<file path="src/rtl/branch_resolve_unit_if.sv">
// Fetch/EX/update bus of the branch resolve unit: prediction records in,
// resolutions in, predictor/BTB update and pipeline redirect out.
interface branch_resolve_unit_if #(
  parameter int DATA_WIDTH = 32
) ();
  logic                  push_valid;
  logic                  push_ready;
  logic [DATA_WIDTH-1:0] push_pc;
  logic [DATA_WIDTH-1:0] push_target;
  logic                  push_hit;
  logic                  push_pred;

  logic                  resolve_valid;
  logic                  resolve_is_branch;
  logic                  resolve_is_jump;
  logic                  resolve_taken;
  logic [DATA_WIDTH-1:0] resolve_target;

  logic                  update_predictor;
  logic                  update_btb;
  logic                  actually_taken;
  logic [DATA_WIDTH-1:0] resolved_pc;
  logic [DATA_WIDTH-1:0] resolved_pc_target;
  logic                  flush;
  logic [DATA_WIDTH-1:0] redirect_pc;
  logic                  underflow_err;

  modport master (
    output push_valid, push_pc, push_target, push_hit, push_pred,
    output resolve_valid, resolve_is_branch, resolve_is_jump, resolve_taken, resolve_target,
    input  push_ready,
    input  update_predictor, update_btb, actually_taken, resolved_pc, resolved_pc_target,
    input  flush, redirect_pc, underflow_err
  );

  modport slave (
    input  push_valid, push_pc, push_target, push_hit, push_pred,
    input  resolve_valid, resolve_is_branch, resolve_is_jump, resolve_taken, resolve_target,
    output push_ready,
    output update_predictor, update_btb, actually_taken, resolved_pc, resolved_pc_target,
    output flush, redirect_pc, underflow_err
  );
endinterface

</file>
<file path="src/rtl/branch_resolve_unit.sv">
// Branch resolve unit: FIFO of fetch-time predictions checked against EX outcomes.
// Optional BR_RESOLVE_STATS_EN adds branch_count / mispredict_count outputs.
//
// state    | meaning
// ST_RUN   | accepting records and resolves
// ST_RECOVER | one cycle after a flush; pushes refused, resolves ignored
module branch_resolve_unit #(
  parameter int DATA_WIDTH = 32,
  parameter int FIFO_DEPTH = 4
) (
  input  logic                    clk,
  input  logic                    rstn,
  branch_resolve_unit_if.slave    bus
`ifdef BR_RESOLVE_STATS_EN
  ,
  output logic [31:0]             branch_count,
  output logic [31:0]             mispredict_count
`endif
);

  localparam int PTR_W = $clog2(FIFO_DEPTH);

  localparam logic [0:0] ST_RUN     = 1'b0;
  localparam logic [0:0] ST_RECOVER = 1'b1;

  logic [0:0]            state_q, state_d;
  logic [PTR_W-1:0]      wr_ptr_q, wr_ptr_d;
  logic [PTR_W-1:0]      rd_ptr_q, rd_ptr_d;
  logic [PTR_W:0]        count_q, count_d;

  logic [DATA_WIDTH-1:0] pc_mem_q  [FIFO_DEPTH];
  logic [DATA_WIDTH-1:0] tgt_mem_q [FIFO_DEPTH];
  logic [FIFO_DEPTH-1:0] hit_mem_q;
  logic [FIFO_DEPTH-1:0] pred_mem_q;

  logic                  upd_pred_q;
  logic                  upd_btb_q;
  logic                  taken_q;
  logic [DATA_WIDTH-1:0] rpc_q;
  logic [DATA_WIDTH-1:0] rtgt_q;
  logic                  flush_q;
  logic [DATA_WIDTH-1:0] redirect_q;
  logic                  uf_q;

  logic                  run;
  logic                  empty;
  logic                  full;
  logic                  push_ready;
  logic                  push_acc;
  logic                  resolve_acc;
  logic                  underflow_evt;
  logic                  is_ctrl;
  logic                  eff_taken;
  logic                  mispredict;
  logic [DATA_WIDTH-1:0] head_pc;
  logic [DATA_WIDTH-1:0] head_tgt;

  always_comb begin
    run           = (state_q == ST_RUN);
    empty         = (count_q == '0);
    full          = (count_q == (PTR_W+1)'(FIFO_DEPTH));
    push_ready    = run & (~full | bus.resolve_valid);
    resolve_acc   = run & bus.resolve_valid & ~empty;
    underflow_evt = run & bus.resolve_valid & empty;

    head_pc   = pc_mem_q[rd_ptr_q];
    head_tgt  = tgt_mem_q[rd_ptr_q];
    eff_taken = hit_mem_q[rd_ptr_q] & pred_mem_q[rd_ptr_q];
    is_ctrl   = bus.resolve_is_branch | bus.resolve_is_jump;

    mispredict = resolve_acc & is_ctrl &
                 ((bus.resolve_taken != eff_taken) |
                  (bus.resolve_taken & eff_taken & (bus.resolve_target != head_tgt)));

    // A flushing resolve wipes the FIFO, so a push in the same cycle is lost.
    push_acc = bus.push_valid & push_ready & ~mispredict;
  end

  always_comb begin
    wr_ptr_d = wr_ptr_q;
    rd_ptr_d = rd_ptr_q;
    count_d  = count_q;
    if (mispredict) begin
      wr_ptr_d = '0;
      rd_ptr_d = '0;
      count_d  = '0;
    end else begin
      if (push_acc)
        wr_ptr_d = wr_ptr_q + PTR_W'(1);
      if (resolve_acc)
        rd_ptr_d = rd_ptr_q + PTR_W'(1);
      case ({push_acc, resolve_acc})
        2'b10:   count_d = count_q + (PTR_W+1)'(1);
        2'b01:   count_d = count_q - (PTR_W+1)'(1);
        default: count_d = count_q;
      endcase
    end
  end

  always_comb begin
    state_d = ST_RUN;
    case (state_q)
      ST_RUN:     state_d = mispredict ? ST_RECOVER : ST_RUN;
      ST_RECOVER: state_d = ST_RUN;
      default:    state_d = ST_RUN;
    endcase
  end

  always_ff @(posedge clk) begin
    if (push_acc) begin
      pc_mem_q[wr_ptr_q]   <= bus.push_pc;
      tgt_mem_q[wr_ptr_q]  <= bus.push_target;
      hit_mem_q[wr_ptr_q]  <= bus.push_hit;
      pred_mem_q[wr_ptr_q] <= bus.push_pred;
    end
  end

  always_ff @(posedge clk or negedge rstn) begin
    if (!rstn) begin
      state_q    <= ST_RUN;
      wr_ptr_q   <= '0;
      rd_ptr_q   <= '0;
      count_q    <= '0;
      upd_pred_q <= 1'b0;
      upd_btb_q  <= 1'b0;
      taken_q    <= 1'b0;
      rpc_q      <= '0;
      rtgt_q     <= '0;
      flush_q    <= 1'b0;
      redirect_q <= '0;
      uf_q       <= 1'b0;
    end else begin
      state_q    <= state_d;
      wr_ptr_q   <= wr_ptr_d;
      rd_ptr_q   <= rd_ptr_d;
      count_q    <= count_d;
      upd_pred_q <= resolve_acc & bus.resolve_is_branch;
      upd_btb_q  <= resolve_acc & bus.resolve_taken & is_ctrl;
      flush_q    <= mispredict;
      if (resolve_acc & is_ctrl) begin
        taken_q <= bus.resolve_taken;
        rpc_q   <= head_pc;
        rtgt_q  <= bus.resolve_target;
      end
      if (mispredict)
        redirect_q <= bus.resolve_taken ? bus.resolve_target : head_pc + DATA_WIDTH'(4);
      if (underflow_evt)
        uf_q <= 1'b1;
    end
  end

`ifdef BR_RESOLVE_STATS_EN
  logic [31:0] branch_cnt_q;
  logic [31:0] mispredict_cnt_q;

  always_ff @(posedge clk or negedge rstn) begin
    if (!rstn) begin
      branch_cnt_q     <= '0;
      mispredict_cnt_q <= '0;
    end else begin
      if (resolve_acc & is_ctrl)
        branch_cnt_q <= branch_cnt_q + 32'd1;
      if (mispredict)
        mispredict_cnt_q <= mispredict_cnt_q + 32'd1;
    end
  end

  assign branch_count     = branch_cnt_q;
  assign mispredict_count = mispredict_cnt_q;
`endif

  assign bus.push_ready         = push_ready;
  assign bus.update_predictor   = upd_pred_q;
  assign bus.update_btb         = upd_btb_q;
  assign bus.actually_taken     = taken_q;
  assign bus.resolved_pc        = rpc_q;
  assign bus.resolved_pc_target = rtgt_q;
  assign bus.flush              = flush_q;
  assign bus.redirect_pc        = redirect_q;
  assign bus.underflow_err      = uf_q;

endmodule

</file>
<file path="src/flat_wrapper.sv">
// flat-port wrapper written by rule: the top's interface ports become plain ports
module branch_resolve_unit_flat 
#(
  parameter int DATA_WIDTH = 32,
  parameter int FIFO_DEPTH = 4
)
  (clk, rstn, bus_push_valid, bus_push_pc, bus_push_target, bus_push_hit, bus_push_pred, bus_resolve_valid, bus_resolve_is_branch, bus_resolve_is_jump, bus_resolve_taken, bus_resolve_target, bus_push_ready, bus_update_predictor, bus_update_btb, bus_actually_taken, bus_resolved_pc, bus_resolved_pc_target, bus_flush, bus_redirect_pc, bus_underflow_err);
  branch_resolve_unit_if #(.DATA_WIDTH(DATA_WIDTH)) bus_i ();
  input  logic clk;
  input  logic rstn;
  input wire logic [$bits(bus_i.push_valid)-1:0] bus_push_valid;
  input wire logic [$bits(bus_i.push_pc)-1:0] bus_push_pc;
  input wire logic [$bits(bus_i.push_target)-1:0] bus_push_target;
  input wire logic [$bits(bus_i.push_hit)-1:0] bus_push_hit;
  input wire logic [$bits(bus_i.push_pred)-1:0] bus_push_pred;
  input wire logic [$bits(bus_i.resolve_valid)-1:0] bus_resolve_valid;
  input wire logic [$bits(bus_i.resolve_is_branch)-1:0] bus_resolve_is_branch;
  input wire logic [$bits(bus_i.resolve_is_jump)-1:0] bus_resolve_is_jump;
  input wire logic [$bits(bus_i.resolve_taken)-1:0] bus_resolve_taken;
  input wire logic [$bits(bus_i.resolve_target)-1:0] bus_resolve_target;
  output wire logic [$bits(bus_i.push_ready)-1:0] bus_push_ready;
  output wire logic [$bits(bus_i.update_predictor)-1:0] bus_update_predictor;
  output wire logic [$bits(bus_i.update_btb)-1:0] bus_update_btb;
  output wire logic [$bits(bus_i.actually_taken)-1:0] bus_actually_taken;
  output wire logic [$bits(bus_i.resolved_pc)-1:0] bus_resolved_pc;
  output wire logic [$bits(bus_i.resolved_pc_target)-1:0] bus_resolved_pc_target;
  output wire logic [$bits(bus_i.flush)-1:0] bus_flush;
  output wire logic [$bits(bus_i.redirect_pc)-1:0] bus_redirect_pc;
  output wire logic [$bits(bus_i.underflow_err)-1:0] bus_underflow_err;
  assign bus_i.push_valid = bus_push_valid;
  assign bus_i.push_pc = bus_push_pc;
  assign bus_i.push_target = bus_push_target;
  assign bus_i.push_hit = bus_push_hit;
  assign bus_i.push_pred = bus_push_pred;
  assign bus_i.resolve_valid = bus_resolve_valid;
  assign bus_i.resolve_is_branch = bus_resolve_is_branch;
  assign bus_i.resolve_is_jump = bus_resolve_is_jump;
  assign bus_i.resolve_taken = bus_resolve_taken;
  assign bus_i.resolve_target = bus_resolve_target;
  assign bus_push_ready = bus_i.push_ready;
  assign bus_update_predictor = bus_i.update_predictor;
  assign bus_update_btb = bus_i.update_btb;
  assign bus_actually_taken = bus_i.actually_taken;
  assign bus_resolved_pc = bus_i.resolved_pc;
  assign bus_resolved_pc_target = bus_i.resolved_pc_target;
  assign bus_flush = bus_i.flush;
  assign bus_redirect_pc = bus_i.redirect_pc;
  assign bus_underflow_err = bus_i.underflow_err;
  branch_resolve_unit #(.DATA_WIDTH(DATA_WIDTH), .FIFO_DEPTH(FIFO_DEPTH)) u_core (.clk(clk), .rstn(rstn), .bus(bus_i));
endmodule
</file>
<file path="config.mk">
export PLATFORM = sky130hd
export DESIGN_NAME = branch_resolve_unit_flat
export DESIGN_NICKNAME = d
export VERILOG_FILES = /design/src/rtl/branch_resolve_unit_if.sv /design/src/rtl/branch_resolve_unit.sv /design/src/flat_wrapper.sv
export SDC_FILE = /design/constraint.sdc
export NUM_CORES = 1
export LEC_CHECK = 0
export ABC_AREA = 1
export CAP_MARGIN = 15
export CORE_ASPECT_RATIO = 0.7
export CORE_MARGIN = 4
export CORE_UTILIZATION = 42
export DETAILED_ROUTE_END_ITERATION = 12
export PLACE_DENSITY = 0.77
export SETUP_SLACK_MARGIN = 0.2
export SLEW_MARGIN = 20
export SYNTH_ARGS = -nofsm -noshare
export SYNTH_HDL_FRONTEND = slang
export SYNTH_SLANG_ARGS = --single-unit
export TNS_END_PERCENT = 20
</file>
<file path="constraint.sdc">
create_clock -name clk -period 5 [get_ports clk]
set_input_delay 0.75 -clock clk [delete_from_list [all_inputs] [get_ports clk]]
set_output_delay 0.75 -clock clk [all_outputs]
set_load 0.02 [all_outputs]
</file>
==> results.md, run 1 <==
Critical path:
- The kind of cell adding the most delay to the critical path is simple AND/OR/NAND/NOR gates.
- The arrival time reported for the critical path endpoint is 4790 ps.
- The class of the most critical setup path is reg2reg.
- The cell with the biggest individual delay on the critical path is buf_4.
- The kind of start point of the critical path is a register.
- The most common cell type on the critical path is nand2_1.
- The critical-path maximum fanout is between 70 and 80.
- The signal on the critical path passes through buf_4 > buf_4 > nand2_1 > nand3_1 > nand3_1 > nand2_1 > nand3_1 > nor2_1 > nand2_1 > nor2_1 > nand2_1 > nand2_1 > nand2_1 > nand2_2 > nand2_1 > ha_1 > fa_1 > o21ai_0 > xor2_1 > nor2_1.
- The count of buffering cells on the critical path with inverters included is 2.
- STA classifies the critical path endpoint as a register.
- The stage delay of the slowest cell on the critical path is between 600 and 700 ps.
- The critical path data required time is 5430 ps.

Detailed routing:
- After the first detailed-routing iteration, the DRC count stood at between 1k and 1.5k.
- The final layout contains routed wiring with a total length of 45400 um.
- For this run, design rule violations remaining after detail routing come to 0.
- The final antenna-violating net count is 0.
- The iteration count of the initial detailed-routing pass is 5.
- The final routed wire length divided by cell count is 20.1 um.
- The number of vias per cell is ~5.2.
- The via total after detailed routing is 11.9k.

Yosys:
- The compound-gate portion of the synthesized area is 0.0457.
- The biggest area consumer among synthesized cells is edfxtp_1.
- The sequential area share after synthesis is 0.670.
- Ranked by total cell area, the synthesized netlist is headed by edfxtp_1 (50%), dfrtp_1 (17%), nand2_1 (13%), nand3_1 (5.5%), o21ai_0 (3.3%).
- Of the total synthesized cell area, the portion taken by AND, OR, NAND and NOR gates is 0.217.
- Among all flip-flop cells after synthesis, the most frequent one is edfxtp_1.
- The post-synthesis share of cell area spent on full adders, half adders and majority gates is 0.00677.
- The flip-flop and latch count after synthesis is 373.
- The main combinational cell family by area after synthesis is simple AND/OR/NAND/NOR gates.
- The number of different library cells used by synthesis comes to 34.
- The most common cell in the synthesized netlist is nand2_1.
- The Yosys step of the flow raised 0 warnings.
- Synthesis produced a netlist with a net count of 1658.
- A synthesized cell averages 10.3 um^2.
- Counting instances in the post-synthesis netlist gives the leading cell types as nand2_1 (567), edfxtp_1 (264), nand3_1 (175), dfrtp_1 (109), o21ai_0 (106).
- Of the post-synthesis cell area, the part taken by muxes is 0.00252.
- The share of synthesized area in the top cell type comes to 0.499.
- The post-synthesis instance area is 0.0159 mm^2.
- In the synthesized netlist, the number of instances is around 1.5k.
- Of the total synthesized cell area, the portion taken by XOR and XNOR cells is 0.0138.
- Counting flops with an async set or reset pin after synthesis yields a share of 0.292.
- The count of flip-flops with a built-in enable after synthesis is about 260.

STA:
- The time the final worst path needs with I/O delays and setup is 4360 ps.
- In this run the tightest slew margin relative to its limit is 0.341.
- The period utilization is 0.873.
- The final-report setup violation count is 0.
- Setup repair after global routing left no endpoint under its margin.
- Between clock sinks in the finished design, the worst skew comes to 28.4 ps.
- The hold slack is 134 ps.
- The number of pins with negative max-slew slack in the final report is 0.
- The final count of hold timing violations came to 0.
- Static timing analysis puts the maximum clock frequency at about 230 MHz.
- The final setup TNS is 0 ps.
- For the pin with the worst max-slew slack, the measured transition is ~990 ps.

Placed design:
- The HPWL after detailed placement is about 32000 um.
- At the end of routability-driven placement, the weighted congestion stood at 0.916.
- The count of buffers inserted at the top-level ports is ~210.

Pwr:
- For this design the static power due to leakage is 7.91 nW.
- IR analysis of the VDD net gives a maximum drop of ~0.31 mV.
- For this design the ratio of total power to cell area is 636 mW/mm^2.

Min path:
- The class of the tightest hold or removal check is in2async.

Status:
- The flow ran to the end, and the final reports show no timing, DRC or antenna violations.

Clock tree:
- Buffers added to address setup during post-CTS repair amount to 0.
- CTS placed an instance of clkbuf_16 at the clock tree root.
- The post-cts sizing count is 0.
- In this run, CTS created clock tree buffers numbering 37.
- The clock insertion delay at the later pin of the skew report is 540 ps.
- The clock net sink count is between 300 and 400.
- The clock passes through at most 3 buffers.
- Clock-pin slew was measured on the worst setup and hold paths at around 60 ps.
- The CTS tree is built.
- The number of hold buffers added after CTS was 0.
- The H-tree depth is 2.

Layout:
- From synthesis to final layout, the design area changed by 23.3%.
- Of the cells placed in the final design, the portion with a size suffix greater than 1 is 0.0548.
- The post-layout net count is 1854.

GRT:
- The maximum number of pins on one net before global-route repair is 101.
- The initial antenna violation count is 11.
- The number of global-route vias before repair is between 10k and 15k.
- Global routing finished with a remaining overflow of 0.
- In the global route stage, overall resource usage came out at 0.218.
- The first global-routing pass estimated 68000 um of wire.

Floorplanning:
- The area of the placeable core is 0.0373 mm^2.
- In this run the vertical extent of the chip is 171 um.
- The floorplan step defined a die boundary enclosing 0.0411 mm^2.
- During I/O placement, the number of pins put on the boundary was 207.
- The initial core utilization is 0.426.
- The floorplan has 59 rows.
- The die is 241 um wide.

Job:
- The number of max-cap violations is 0.
power by group:
group | internal, mW | switching, mW | leakage (nW)
clock | 1.65 | 1.15 | 0.604
combinational | 1.69 | 3.45 | 3.55
sequential | 4.17 | 0.367 | 3.76
total | 7.51 | 4.96 | 7.91
worst paths after layout:
kind	from	end	slack (ps)	cells past startpoint
worst max-delay path	u_core.rd_ptr_q[0]	u_core.count_q[2]	640	20
worst min-delay path	rstn	u_core.bus.redirect_pc[25]	130	1
worst max register to register	u_core.rd_ptr_q[0]	u_core.count_q[2]	640	20
worst min register to register	u_core.bus.underflow_err	u_core.bus.underflow_err	480	1
max in group asynchronous	rstn	u_core.bus.resolved_pc[13]	3670	3
min in group clk	u_core.bus.underflow_err	u_core.bus.underflow_err	480	1
flip-flops by register name, indices dropped and copies added (netlist names), 2 cells and up:
signal / flops
u_core.bus.redirect_pc: 32
u_core.hit_mem_q: 4
u_core.pc_mem_q: 128
u_core.count_q: 3
u_core.wr_ptr_q: 2
u_core.pred_mem_q: 4
u_core.rd_ptr_q: 2
u_core.bus.resolved_pc_target: 32
u_core.tgt_mem_q: 128
u_core.bus.resolved_pc: 32
metrics by stage:
step	setup WS, ps	cell area (um^2)	total power [mW]	std cells	utilization
final	637	19600	12.5	2259	0.526
after global routing	254	19600	13.2	2258	0.526
after CTS	648	19600	12.5	2256	0.525
after detailed placement	662	18400	9.69	2189	0.492
after global placement	750	18400	9.56	2189	0.492
after floorplan	-195	15900	7.67	1545	-
per-layer routing:
metal | GRT usage | vias up | wire length (um)
li1 | - | 5566 | -
met1 | 0.305 | 5674 | 19100
met2 | 0.340 | 498 | 20800
met3 | 0.0670 | 92 | 4330
met4 | 0.0496 | 20 | 1020
met5 | 0 | - | 121
kinds of logic (layout without fill, tap and decap cells):
logic type,after synthesis,count (layout)
AND/OR/NAND/NOR,844,844
flip-flops,373,373
buffers and inverters,150,374
AO/OA/AOI/OAI,141,141
XOR/XNOR,25,25
adder cells (fa/ha/maj),8,8
multiplexers,4,4
other,0,2
area by class of cell:
| class | count | area [um^2] |
|---|---|---|
| Antenna cell | 2 | 5.00 |
| Clock buffer | 51 | 1030 |
| Clock inverter | 16 | 190 |
| Fill cell | 3148 | 17700 |
| Inverter | 81 | 305 |
| Multi-Input combinational cell | 1022 | 4580 |
| Sequential cell | 373 | 10700 |
| Tap cell | 488 | 611 |
| Timing Repair Buffer | 226 | 2220 |
cells in the final DEF, fill, tap and decap left out, drive strengths merged:
cell type | synthesis | final
a21boi | 1 | 1
a21oi | 4 | 4
a31o | 1 | 1
a31oi | 1 | 1
a32oi | 1 | 1
and2 | 4 | 4
buf | 47 | 22
bufinv | 0 | 4
clkbuf | 22 | 51
clkdlybuf4s50 | 0 | 204
clkinv | 1 | 13
dfrtp | 109 | 109
diode | 0 | 2
edfxtp | 264 | 264
fa | 1 | 1
ha | 7 | 7
inv | 80 | 80
mux2i | 4 | 4
nand2 | 569 | 569
nand3 | 175 | 175
nand3b | 1 | 1
nand4 | 4 | 4
nor2 | 87 | 87
nor3 | 4 | 4
o211ai | 3 | 3
o21ai | 128 | 128
o22ai | 2 | 2
xnor2 | 7 | 7
xor2 | 18 | 18
worst reg2reg max path, cell delays in order (launching register included):
cell     delay, ps
dfrtp_4        410
buf_4          590
buf_4          690
nand2_1        130
nand3_1        130
nand3_1         90
nand2_1         70
nand3_1         60
nor2_1         190
nand2_1         90
nor2_1          90
nand2_1         70
nand2_1         60
nand2_1         70
nand2_2         60
nand2_1        250
ha_1           330
fa_1           390
o21ai_0        240
xor2_1         180
nor2_1          60
(Power assumes the default switching activity.)
==> inputs of run 2 (changes only) <==
- CAP_MARGIN: 15 -> unset
- SLEW_MARGIN: 20 -> 10
==> results.md, run 2 (same netlist as run 1, synthesis figures left out) <==
Clock tree:
- The clock net sink count is 373.
- The post-cts sizing count is 0.
- The clock insertion delay at the later pin of the skew report is 540 ps.
- Buffers inserted to repair hold after CTS numbered 0.
- TritonCTS built the clock tree.
- The number of clock buffers inserted by TritonCTS is 37.
- No sink is reached through more buffers than the 3 on the longest clock path.
- Clock-pin slew was measured on the worst setup and hold paths at 60 ps.
- Once the clock tree was built, the setup fixing pass inserted 0 buffers.
- The root buffer cell chosen for the clock tree is clkbuf_16.
- The H-tree depth is 2.

Detailed routing:
- The routed wire length on met2 is 20800 um.
- For this run, the detailed router's first-pass iteration total came to 5.
- The sum of routed wire segments on met1 is 19400 um.
- The number of vias per cell is 5.22.
- The final antenna-violating net count is 0.
- The routed wire length is 45400 um.
- In the routed design, unresolved DRC markers number 0.
- For this block, the via count after detailed routing is 11.8k.
- The final routed wire length divided by cell count is 20.1 um.
- The routed design uses 4190 um of met3 wire.
- The top layer used by detailed routing is met5.
- After the first detailed-routing iteration, the DRC count stood at 1158.

STA:
- The highest attainable clock frequency is 229 MHz.
- Setup repair after global routing left no endpoint under its margin.
- The final count of hold timing violations is 0.
- Setup violations remaining at the end of the flow were counted as 0.
- The period utilization is 0.875.
- For the final database, setup skew stands at 31.1 ps.
- Subtracting the final worst setup slack from the clock period gives 4380 ps.
- Headroom to the max-slew limit came out at 0.340.
- The slew at the pin with the worst max-slew slack is about 1000 ps.
- The number of pins with negative max-slew slack in the final report is 0.

Status:
- The flow ran to the end, and the final reports show no timing, DRC or antenna violations.

Critical path:
- STA classifies the critical path startpoint as a register.
- The arrival time reported for the critical path endpoint is 4800 ps.
- The critical path in this run is classified as reg2reg.
- STA classifies the critical path endpoint as a register.
- The critical-path maximum fanout is 71.
- For the worst setup path, the data required time is 5430 ps.
- The reg2reg setup slack is 620 ps.

Pwr:
- The total net switching power is a little under 5 mW.
- After layout, the design draws a total of 12.5 mW.
- The leakage power summed over all cells is 7.89 nW.
- The internal portion of the total power is 7.51 mW.
- The power per standard cell area is 637 mW/mm^2.
- Of the total power, the clock network draws 0.224.
- The share of total power dissipated in sequential elements is 0.364.
- The maximum vdd drop is around 0.31 mV.
- The share of total power dissipated in combinational logic is 0.412.
- Of the total power, the share spent switching nets is 0.398.

Floorplanning:
- In this run the horizontal extent of the chip is between 200 and 250 um.
- The core region is 0.0373 mm^2.
- In this run the core area contains 59 standard-cell rows.
- For this configuration, the core starts out at a cell density of 0.426.
- The height of the die is 171 um.
- The area of the die is 0.0411 mm^2.
- approximately 210 I/O pins were placed.

GRT:
- The maximum number of pins on one net before global-route repair is between 100 and 150.
- The global route total overflow is 0.
- For this run, the total global-route usage over all layers was measured as 0.218.
- The initial antenna violation count came to 11.
- The first global-routing pass estimated approximately 70000 um of wire.
- The number of global-route vias before repair is 11.2k.

Placed design:
- The routability congestion estimate from global placement is between 0.9 and 1.
- Input and output buffers added on the ports amount to 206.
- The wire-length estimate of the detail-placed layout is 31500 um.
- After detailed placement, the total cell area comes to roughly 0.018 mm^2.
- The total placed cells including tap cells is 2189.

Min path:
- The tightest min-delay check is of the in2async type.

Layout:
- The leading cell type in the layout, fill and taps excluded is nand2_1.
- In the layout the commonest cells are nand2_1 (567), edfxtp_1 (264), clkdlybuf4s50_1 (204).
- The core occupancy in the finished layout is 0.525.
- The share of final-layout standard cells stronger than drive strength 1 is 0.0543.
- The largest registers in the layout are u_core.pc_mem_q: 128 flops, u_core.tgt_mem_q: 128 flops.
- Relative to the synthesized area, the layout overhead comes to 23.2%.
- The post-layout net count is 1853.
- The count of placed standard cells in the final layout, fillers left out is 2259.
- With fillers left out, the area of the finished cells amounts to between 0.015 and 0.02 mm^2.

Job:
- The tool flagged a number of max-cap violations equal to 0.
## run 2: critical path: stages, from the launching register on
cell and delay [ps]:
dfrtp_4 410, buf_4 610, buf_4 630, nand2_1 110, nand3_1 130, nand3_1 90, nand2_1 70, nand3_1 60
nor2_1 210, nand2_1 90, nor2_1 90, nand2_1 70, nand2_1 50, nand2_1 70, nand2_2 60, nand2_1 250
ha_1 330, fa_1 390, o21ai_0 250, xor2_1 180, nor2_1 60
## run 2: metrics by stage
stage          hold slack, ps  setup TNS (ps)  setup slack (ps)
2_1_floorplan             454          -51590              -195
3_3_place_gp              460               0               750
3_5_place_dp              472               0               662
4_1_cts                   403               0               648
5_1_grt                   458               0               254
6_report                  363               0               625
## run 2: routing by layer
| metal | track usage | vias to the layer above |
|---|---|---|
| met5 | 0 | - |
| met4 | 0.0496 | 20 |
| met3 | 0.0670 | 87 |
| met2 | 0.340 | 465 |
| met1 | 0.305 | 5656 |
| li1 | - | 5567 |
## run 2: final timing paths
path,to,depth (start not counted),start
worst max-delay path,u_core.count_q[2],20,u_core.rd_ptr_q[0]
worst min-delay path,u_core.bus.redirect_pc[25],1,rstn
worst max register to register,u_core.count_q[2],20,u_core.rd_ptr_q[0]
worst min register to register,u_core.bus.resolved_pc[25],2,u_core.bus.resolved_pc[25]
max in group asynchronous,u_core.bus.resolved_pc[13],2,rstn
min in group clk,u_core.bus.resolved_pc[25],2,u_core.bus.resolved_pc[25]
## run 2: power groups by stage
stage               Sequential, mW  Combinational [mW]  Clock [mW]
finish                        4.54                5.14        2.80
detailed placement            4.60                5.10           0
global placement              4.57                4.99           0
floorplan                     5.00                2.67           0
global route                  4.61                5.62        2.99
CTS                           4.54                5.13        2.84
## run 2: final cells by class
class	count	area, um^2
inverter	81	305
sequential	373	10700
tap	488	611
antenna	3	7.51
clock inverter	16	190
multi-input combinational	1022	4580
clock buffer	51	1030
timing repair buffer	225	2200
fill	3153	17700
==> inputs of run 3 (changes only) <==
- PLACE_DENSITY: 0.77 -> 0.78
==> results.md, run 3 (same netlist as run 1, synthesis figures left out) <==
Clock tree:
- The later pin in the worst-skew pair is clocked with a latency of 540 ps.
- TritonCTS built the clock tree.
- The clock net sink count is 373.
- The root buffer cell is clkbuf_16.
- The H-tree depth is 2.
- The post-cts hold buffer count is 0.
- After clock tree synthesis, the clock-pin slew on the worst setup and hold paths is 60 ps.
- Post-CTS repair changed the size of 0 cells.
- The maximum buffer depth of the clock tree is 3.
- The number of clock buffers inserted by TritonCTS is 37.
- The number of setup buffers added after CTS is 0.

Job:
- The number of max-cap violations is 0.

GRT:
- Global routing finished with a remaining overflow of 0.
- The maximum number of pins on one net before global-route repair is 79.
- The number of global-route vias before repair was 11.3k.
- The initial antenna violation count is 15.
- The wire length of the first global-routing pass is ~68000 um.
- The aggregate global-route resource usage is 0.218.

Critical path:
- The startpoint identified for the worst register-to-register timing path is u_core.rd_ptr_q[0].
- The kind of start point of the critical path is a register.
- The critical path launch point is u_core.rd_ptr_q[0].
- In this run the worst path has a maximum fanout of 57.
- The critical path is of the reg2reg type.
- The arrival time reported for the critical path endpoint is ~4500 ps.
- The most critical setup path has its endpoint at u_core.count_q[2].
- Setup slack on the worst reg-to-reg path comes out at 900 ps.
- The worst register-to-register path ends at u_core.count_q[2].
- The worst setup path is captured at a register.
- The critical path data required time is between 5000 and 6000 ps.
- The number of cells traversed by the worst register-to-register path is 21.

Layout:
- The share of final-layout standard cells stronger than drive strength 1 is 0.0554.
- The top cell types in the final layout, fill and taps aside, are nand2_1 (567), edfxtp_1 (264), clkdlybuf4s50_1 (204).
- The largest registers in the layout are u_core.pc_mem_q: 128 flops, u_core.tgt_mem_q: 128 flops.
- The fill cell total of the finished layout is 3170.
- The final design instance area without fill is 0.0196 mm^2.
- The leading cell type in the layout, fill and taps excluded is nand2_1.
- The net count of the finished layout is around 1.9k.
- From synthesis to final layout, the design area changed by 23.1%.

Floorplanning:
- The area of the placeable core is 0.0373 mm^2.
- Measured along the y axis, the die boundary spans ~170 um.
- The placement row count is 59.
- The floorplan step set the die width to 241 um.
- The initial utilization of the core area, before any placement, comes to 0.426.
- During I/O placement, the number of pins put on the boundary was 207.
- The floorplan step defined a die boundary enclosing just over 0.04 mm^2.

Min path:
- The class of the tightest hold or removal check is in2async.

STA:
- Across all hold checks on the routed design, the worst slack comes to 351 ps.
- After layout, the minimum clock period comes to 4100 ps.
- The clock arrives with 30.3 ps of skew.
- Setup repair after global routing left no endpoint under its margin.
- The final-report setup violation count is 0.
- The final setup TNS is 0 ps.
- Headroom to the max-slew limit came out at 0.389.
- The highest attainable clock frequency is 244 MHz.
- The number of pins with negative max-slew slack in the final report is 0.
- The period utilization is 0.820.
- The slew at the pin with the worst max-slew slack is 917 ps.
- The final count of hold timing violations is 0.

Detailed routing:
- The count of nets left with antenna violations once routing finished came out at 0.
- The post-detailed-route DRC marker count is 0.
- The iteration count of the initial detailed-routing pass is 5.
- The routed wire length is 45400 um.
- In this run, the number of DRC markers left after iteration 0 of detailed routing was roughly 1.3k.
- The via total after detailed routing is 11.8k.
- In the final routed layout, each cell accounts on average for 20.1 um.
- Dividing the detail-routed via count by the number of cells gives 5.24.

Pwr:
- For this design the ratio of total power to cell area is 633 mW/mm^2.
- IR analysis of the VDD net gives a maximum drop of 0.380 mV.
- The leakage power summed over all cells is 7.88 nW.

Placed design:
- The routability congestion estimate from global placement is 0.901.
- Detailed placement finished with a half-perimeter wire length of 31700 um.
- The count of buffers added on input and output ports is 206.
- The placed instance area is 0.0184 mm^2.

Status:
- The flow ran to the end, and the final reports show no timing, DRC or antenna violations.
-- run 3: cell types whose count changed in the layout (fill, tap and decap cells not counted), sizes merged --
cell and delta:
bufinv -1, clkbuf -5, clkinvlp +2, buf +2, clkinv +3, diode -2
-- run 3: report_power, final --
| group | internal (mW) | switching [mW] | total [mW] |
|---|---|---|---|
| logic | 1.69 | 3.41 | 5.10 |
| clock network | 1.57 | 1.16 | 2.73 |
| registers | 4.17 | 0.384 | 4.56 |
| total | 7.44 | 4.95 | 12.4 |
-- run 3: worst max-delay path, stage by stage (launching register included) --
cell and delay, ps:
dfrtp_4 410, clkinv_2 610, buf_4 480, nand2_1 80
nand3_1 80, nand3_1 130, nand2_1 60, inv_1 60
nand2_1 50, nor2_1 90, nand2_1 80, nor2_1 90
nand2_1 70, nand2_1 60, nand2_1 60, nand2_2 60
nand2_1 250, ha_1 340, fa_1 390, o21ai_0 260
xor2_1 170, nor2_1 60
-- run 3: how the worst min path moves through the flow --
stage | start | slack (ps) | endpoint | cells after the start
floorplan | rstn | 450 | u_core.bus.actually_taken | 0
global route | rstn | 410 | u_core.bus.redirect_pc[11] | 1
finish | rstn | 350 | u_core.bus.redirect_pc[1] | 1
detailed placement | u_core.bus.underflow_err | 470 | u_core.bus.underflow_err | 1
global placement | u_core.bus.underflow_err | 460 | u_core.bus.underflow_err | 1
CTS | rstn | 370 | u_core.bus.redirect_pc[0] | 1
-- run 3: area by class of cell --
cell class,count,area [um^2],share of cell area
diodes,1,2.50,0.000128
clock buffers,46,991,0.0506
clock inverters,20,190,0.00972
inverters,81,305,0.0156
multi-input cells,1022,4580,0.234
flip-flops and latches,373,10700,0.545
well taps,488,611,0.0312
repair buffers,227,2220,0.114
-- run 3: per-stage QoR --
| step | total power, mW | utilization | instances | worst slack [ps] |
|---|---|---|---|---|
| after global routing | 13.2 | 0.525 | 2257 | 537 |
| final | 12.4 | 0.525 | 2258 | 898 |
| after detailed placement | 9.69 | 0.493 | 2191 | 970 |
| after CTS | 12.4 | 0.525 | 2257 | 911 |
| after floorplan | 7.67 | - | 1545 | -195 |
| after global placement | 9.55 | 0.493 | 2191 | 1070 |
-- run 3: layer usage --
| layer | up-vias | part of all wire | global-route usage |
|---|---|---|---|
| met2 | 504 | 0.45 | 0.335 |
| met5 | - | 0.0037 | 0 |
| li1 | 5568 | - | - |
| met3 | 96 | 0.10 | 0.0698 |
| met1 | 5641 | 0.42 | 0.302 |
| met4 | 28 | 0.024 | 0.0559 |
